### src/rtl/bus_interface_pkg.sv
// Shared constants and types for bus_interface: register window layout,
// TIMER_CTRL bit positions and the captured CPU write payload.
package bus_interface_pkg;

    localparam int unsigned WINDOW_SIZE = 8;

    // Register offsets inside the window
    localparam logic [2:0] REG_PENDING    = 3'd0;
    localparam logic [2:0] REG_MASK       = 3'd1;
    localparam logic [2:0] REG_RAW        = 3'd2;
    localparam logic [2:0] REG_TIMER_LO   = 3'd3;
    localparam logic [2:0] REG_TIMER_HI   = 3'd4;
    localparam logic [2:0] REG_TIMER_CTRL = 3'd5;

    // TIMER_CTRL bit indices
    localparam int unsigned CTRL_EN_BIT   = 0;
    localparam int unsigned CTRL_AUTO_BIT = 1;

    // One captured CPU write
    typedef struct packed {
        logic [15:0] addr;
        logic [7:0]  data;
    } cpu_wr_t;

endpackage

### src/rtl/cpu_write_sync.sv
// Synchronises the asynchronous 6502 write strobe and turns each completed
// write into a one-cycle pulse carrying the captured address and data.
// Ports:
//   clk, rst        clock, synchronous active-high reset
//   cpu_address     CPU address bus
//   data_in         CPU write data
//   write_enable_B  asynchronous active-low write strobe
//   wr_strobe       one-cycle pulse per completed write
//   wr_addr/wr_data captured write, valid while wr_strobe is high
module cpu_write_sync
    import bus_interface_pkg::*;
#(
    parameter int unsigned SYNC_STAGES = 2
) (
    input  logic        clk,
    input  logic        rst,
    input  logic [15:0] cpu_address,
    input  logic [7:0]  data_in,
    input  logic        write_enable_B,
    output logic        wr_strobe,
    output logic [15:0] wr_addr,
    output logic [7:0]  wr_data
);

    logic [SYNC_STAGES-1:0] sync_q;
    logic                   armed;
    logic                   we_s;
    cpu_wr_t                cap_q;

    assign we_s = sync_q[SYNC_STAGES-1];

    // Synchroniser, capture while the strobe is low, pulse on its release
    always_ff @(posedge clk) begin
        if (rst) begin
            sync_q    <= '1;
            armed     <= 1'b0;
            wr_strobe <= 1'b0;
            cap_q     <= '0;
        end else begin
            sync_q    <= {sync_q[SYNC_STAGES-2:0], write_enable_B};
            wr_strobe <= 1'b0;
            if (!we_s) begin
                cap_q <= '{addr: cpu_address, data: data_in};
                armed <= 1'b1;
            end else if (armed) begin
                // armed guarantees the low phase was seen since reset
                wr_strobe <= 1'b1;
                armed     <= 1'b0;
            end
        end
    end

    assign wr_addr = cap_q.addr;
    assign wr_data = cap_q.data;

endmodule

### src/rtl/bus_interface.sv
// CPU bus glue: clean write pulses from the 6502 strobe plus a multi-source
// interrupt controller (pending / mask / write-1-to-clear) driving irq_B.
// Optional 16-bit interval timer as an extra IRQ source when the macro
// BUS_TIMER_IRQ_EN is defined.
// Ports:
//   clk_12_5875, rst   clock, synchronous active-high reset
//   cpu_address        CPU address bus
//   data_in            CPU write data
//   write_enable_B     asynchronous active-low CPU write strobe
//   data_out           window read data, 0 outside the window (combinational)
//   fpga_data_enable   read enable for the window (combinational)
//   irq_src            IRQ requests, rising-edge sensitive, bit0 = vblank
//   irq_B              active-low CPU IRQ (registered)
//   wr_strobe          one-cycle pulse per completed CPU write
//   wr_addr, wr_data   captured write, valid with wr_strobe
module bus_interface
    import bus_interface_pkg::*;
#(
    parameter int unsigned NUM_IRQ     = 4,
    parameter logic [15:0] IRQ_BASE    = 16'h7010,
    parameter int unsigned SYNC_STAGES = 2
) (
    input  logic               clk_12_5875,
    input  logic               rst,
    input  logic [15:0]        cpu_address,
    input  logic [7:0]         data_in,
    input  logic               write_enable_B,
    output logic [7:0]         data_out,
    output logic               fpga_data_enable,
    input  logic [NUM_IRQ-1:0] irq_src,
    output logic               irq_B,
    output logic               wr_strobe,
    output logic [15:0]        wr_addr,
    output logic [7:0]         wr_data
);

`ifdef BUS_TIMER_IRQ_EN
    localparam int unsigned TMR_W = 1;
`else
    localparam int unsigned TMR_W = 0;
`endif
    localparam int unsigned PEND_W = NUM_IRQ + TMR_W;

    logic [PEND_W-1:0]  pending;
    logic [PEND_W-1:0]  mask;
    logic [PEND_W-1:0]  set_bits;
    logic [PEND_W-1:0]  clr_bits;
    logic [NUM_IRQ-1:0] src_q;
    logic [NUM_IRQ-1:0] src_rise;
    logic [15:0]        wr_off;
    logic [15:0]        rd_off;
    logic [2:0]         wr_reg;
    logic               wr_hit;
    logic               rd_hit;
    logic [7:0]         rd_val;

    cpu_write_sync #(
        .SYNC_STAGES (SYNC_STAGES)
    ) u_cpu_write_sync (
        .clk            (clk_12_5875),
        .rst            (rst),
        .cpu_address    (cpu_address),
        .data_in        (data_in),
        .write_enable_B (write_enable_B),
        .wr_strobe      (wr_strobe),
        .wr_addr        (wr_addr),
        .wr_data        (wr_data)
    );

    // Window decode; subtracting the base keeps unaligned bases correct
    assign wr_off   = wr_addr - IRQ_BASE;
    assign wr_hit   = wr_strobe && (wr_off < 16'(WINDOW_SIZE));
    assign wr_reg   = wr_off[2:0];
    assign rd_off   = cpu_address - IRQ_BASE;
    assign rd_hit   = rd_off < 16'(WINDOW_SIZE);

    assign src_rise = irq_src & ~src_q;
    assign clr_bits = (wr_hit && (wr_reg == REG_PENDING)) ? wr_data[PEND_W-1:0] : '0;

`ifdef BUS_TIMER_IRQ_EN
    logic [15:0] reload;
    logic [15:0] count;
    logic        tmr_en;
    logic        tmr_auto;
    logic        tmr_fire;

    assign tmr_fire = tmr_en && (count == 16'd0);
    assign set_bits = {tmr_fire, src_rise};

    // Down-counter: reload N gives one fire every N+1 cycles
    always_ff @(posedge clk_12_5875) begin
        if (rst) begin
            reload   <= '0;
            count    <= '0;
            tmr_en   <= 1'b0;
            tmr_auto <= 1'b0;
        end else begin
            if (wr_hit && (wr_reg == REG_TIMER_LO)) reload[7:0]  <= wr_data;
            if (wr_hit && (wr_reg == REG_TIMER_HI)) reload[15:8] <= wr_data;
            if (wr_hit && (wr_reg == REG_TIMER_CTRL)) begin
                tmr_en   <= wr_data[CTRL_EN_BIT];
                tmr_auto <= wr_data[CTRL_AUTO_BIT];
                if (wr_data[CTRL_EN_BIT]) count <= reload;
            end else if (tmr_en) begin
                if (count == 16'd0) begin
                    if (tmr_auto) count  <= reload;
                    else          tmr_en <= 1'b0;
                end else begin
                    count <= count - 16'd1;
                end
            end
        end
    end
`else
    assign set_bits = src_rise;
`endif

    // Pending (set wins over W1C), mask and the registered IRQ line
    always_ff @(posedge clk_12_5875) begin
        if (rst) begin
            pending <= '0;
            mask    <= '0;
            src_q   <= '0;
            irq_B   <= 1'b1;
        end else begin
            src_q   <= irq_src;
            pending <= (pending & ~clr_bits) | set_bits;
            if (wr_hit && (wr_reg == REG_MASK)) mask <= wr_data[PEND_W-1:0];
            irq_B   <= ~|(pending & mask);
        end
    end

    // Read mux over registered state
    always_comb begin
        rd_val = 8'h00;
        case (rd_off[2:0])
            REG_PENDING:    rd_val = 8'(pending);
            REG_MASK:       rd_val = 8'(mask);
            REG_RAW:        rd_val = 8'(irq_src);
`ifdef BUS_TIMER_IRQ_EN
            REG_TIMER_LO:   rd_val = reload[7:0];
            REG_TIMER_HI:   rd_val = reload[15:8];
            REG_TIMER_CTRL: rd_val = 8'({tmr_auto, tmr_en});
`endif
            default:        rd_val = 8'h00;
        endcase
    end

    assign data_out         = rd_hit ? rd_val : 8'h00;
    assign fpga_data_enable = write_enable_B && rd_hit;

endmodule

### config.mk
export PLATFORM = sky130hd
export DESIGN_NAME = bus_interface
export DESIGN_NICKNAME = d
export VERILOG_FILES = /design/src/rtl/bus_interface_pkg.sv /design/src/rtl/cpu_write_sync.sv /design/src/rtl/bus_interface.sv
export SDC_FILE = /design/constraint.sdc
export NUM_CORES = 1
export LEC_CHECK = 0
export ABC_CLOCK_PERIOD_IN_PS = 1360
export CAP_MARGIN = 0
export CORE_MARGIN = 2
export CORE_UTILIZATION = 38
export DETAILED_ROUTE_END_ITERATION = 8
export PLACE_DENSITY = 0.83
export SLEW_MARGIN = 25
export SYNTH_ARGS = -nofsm -noshare
export SYNTH_HDL_FRONTEND = slang
export SYNTH_SLANG_ARGS = --single-unit
### constraint.sdc
create_clock -name clk_12_5875 -period 1.36 [get_ports clk_12_5875]
set_input_delay 0.272 -clock clk_12_5875 [delete_from_list [all_inputs] [get_ports clk_12_5875]]
set_output_delay 0.272 -clock clk_12_5875 [all_outputs]
set_load 0.005 [all_outputs]
==> flow_summary.toml <==
[outcome]
status = "finished, violations left"
violations = "negative setup slack"

[synthesis]
synth_edf_count = 0
ys_seq_area_frac = 0.496
synth_seq_cells = 41
synth_cell_type_count = 28
synth_cells = 171
yosysWarnings = 0
syn_area_per_cell_um2 = 9.67
synth_area_mm2 = 0.00165
async_flop_share = 0
synth-main-ff-cell = "dfxtp_1"

[critical_path]
reg2reg_setup_slack_ns = -0.08
r2r_end = "pending[1]"
reg2regPathDepth = 4
cp-start-kind = "primary input"
end_kind = "primary output"
crit_start = "cpu_address[1]"
crit_fanout = 7
path_class = "primary input to primary output"
crit_arrival_ns = 1.55
reg2reg_from = "u_cpu_write_sync.wr_addr[7]"
cp.required_ns = 1.09

[route]
drt-pass1-iter-count = 4
drt_iter0_drc = 29
ant_nets = 0
wl_per_cell_um = 14.2
route.detailed.drc = 0
routed_wl_um = 4620
vias_per_cell = 4.84
num_vias = 1568

[finish]
antenna_cells = 0
fill_cells = 333
utilization = 0.679
drive_gt1_frac = 0.358
regArea_um2 = 838
fin_area_mm2 = 0.00277
nNetsFinal = 304
synthToLayoutAreaGrowth_pct = 67.7
multiInputGateArea_um2 = 851

[clock_tree]
clk_latency_ns = 0.29
ctsRootBufferMaster = "clkbuf_8"
cts_buffers = 5
postCtsHoldBufs = 0
cts_max_level = 2
clock_path_buffers = 2
cts_tree = "yes"
cts_sinks = 41
clk_pin_slew_ns = 0.08

[sta]
setup_slack_ns = -0.463
setup_viol = 10
fin_crit_ns = 1.82
totalNegativeSetupSlack_ns = -2.12
max_freq_mhz = 549
slew_violations = 0
rsz0062_at_grt = "true"
hold_viol = 0
fin_crit_sh = 1.34
skew_ns = 0.00481

[place]
io_buffer_count = 61
place_ws_ns = -1.16
dp_hpwl_um = 3100
routabilityCongestion = 0.770
place_area_mm2 = 0.00253

[power]
power_density_mw_per_mm2 = 903
power_mw = 2.50
leakagePower_nw = 1.42
irDropWorstVdd_v = 0.000686

[grt]
antenna_found_initial = 0
grt-ovfl-total = 0
grt_use_total = 0.192
grt_pass1_wl_um = 7530
grt_pass1_vias = 1555
grt_max_degree = 27

[min_path]
hp-start = "cpu_address[10]"
min_to = "u_cpu_write_sync.wr_addr[10]"
hold_depth = 3
hold_class = "primary input to flop"

[floorplan]
dieArea_mm2 = 0.00490
core_area_mm2 = 0.00409
rows = 23
start_util = 0.405
dieWidth_um = 70.0
fp.dieH_um = 70.0
pin_count = 66

[flow_run]
drv_cap = 0
## worst max-delay path: stages
cell,delay [ns]
clkdlybuf4s50_1,0.42
buf_6,0.15
nor2b_1,0.30
a21oi_1,0.18
nor2_4,0.12
buf_2,0.11
## placed cells by master (no fill, tap or decap), types with 2 or more instances in the layout
cell type        Yosys  final
nor2_2               0      2
conb_1               1      4
clkdlybuf4s15_1      0      3
nor2b_1              5      5
nand3_1              8      3
dfxtp_2              0     14
clkbuf_8             0      7
a21oi_2              0      3
nor2_1              35     30
buf_4                4     38
mux2i_1             28     28
buf_2                3     10
o21ai_1              5      4
nor4b_4              0      2
and4bb_1             2      2
nand4_1              2      2
a22o_1               2      2
dfxtp_1             41     27
clkdlybuf4s50_1      0     17
dlygate4sd2_1        0     28
a21oi_1              8      5
a32o_1               4      4
nor2_4               0      3
inv_1                6      6
buf_6                1      6
nand3_2              0      5
## state kept, by name, summed over array words and instances (netlist names)
signal / flops
mask: 4
u_cpu_write_sync.wr_addr: 16
u_cpu_write_sync.wr_data: 8
u_cpu_write_sync.armed: 1
u_cpu_write_sync.sync_q: 2
pending: 4
u_cpu_write_sync.wr_strobe: 1
src_q: 4
irq_B: 1
## cells in the mapped netlist (2+ instances only)
| master | instances | area share |
|---|---|---|
| and4bb_1 | 2 | 0.015 |
| a32o_1 | 4 | 0.024 |
| mux2i_1 | 28 | 0.17 |
| a21oi_1 | 8 | 0.024 |
| inv_1 | 6 | 0.014 |
| buf_2 | 3 | 0.0091 |
| clkbuf_1 | 5 | 0.011 |
| nor2b_1 | 5 | 0.019 |
| buf_4 | 4 | 0.018 |
| nand3_1 | 8 | 0.024 |
| nand4_1 | 2 | 0.0076 |
| o21ai_1 | 5 | 0.015 |
| a22o_1 | 2 | 0.011 |
| nor2_1 | 35 | 0.079 |
| dfxtp_1 | 41 | 0.50 |
## area by class of cell
type,count,area share
Clock buffer,7,0.0347
Clock inverter,1,0.00180
Inverter,7,0.00947
Multi-Input combinational cell,113,0.307
Sequential cell,41,0.302
Tap cell,50,0.0226
Timing Repair Buffer,105,0.323
## worst max-delay path by stage
stage	end	slack [ns]	cells past startpoint
final	data_out[0]	-0.46	6
after global routing	data_out[0]	-0.52	6
after floorplan	pending[0]	0.001	5
after global placement	data_out[2]	-1.12	6
after CTS	data_out[2]	-0.42	7
after detailed placement	data_out[2]	-1.16	6
## per-layer routing
layer | GRT usage | share of wire | vias up
met3 | 0.0534 | 0.063 | 4
met1 | 0.242 | 0.43 | 728
met2 | 0.320 | 0.50 | 51
met5 | 0 | 0 | -
li1 | - | - | 785
met4 | 0.0556 | 0.0084 | 0
## per-stage QoR
stage / instances / hold WS, ns
6_report: 324 / 0.229
5_1_grt: 324 / 0.257
3_5_place_dp: 306 / 0.401
3_3_place_gp: 306 / 0.389
4_1_cts: 323 / 0.227
2_1_floorplan: 174 / 0.369
## report_power, final
group          switching, mW  internal, mW  leakage [nW]  total, mW
Sequential            0.0245          1.25         0.342       1.27
Combinational          0.152         0.222          1.02      0.374
Clock                  0.399         0.459        0.0542      0.857
Total                  0.575          1.93          1.42       2.50
## logic make-up after synthesis
| kind of cell | Yosys count | share of synthesized area |
|---|---|---|
| other cells | 1 | 0.00227 |
| mux | 28 | 0.169 |
| buf+inv | 20 | 0.0613 |
| flops | 41 | 0.496 |
| compound gates | 20 | 0.0794 |
| simple gates | 61 | 0.191 |
## repair_timing
action	CTS	global route
pin swaps	23	8
endpoints found under the setup margin	39	13
setup buffers	13	2
gates resized for setup	116	14
Note: power is estimated with default switching activity, not from simulation.
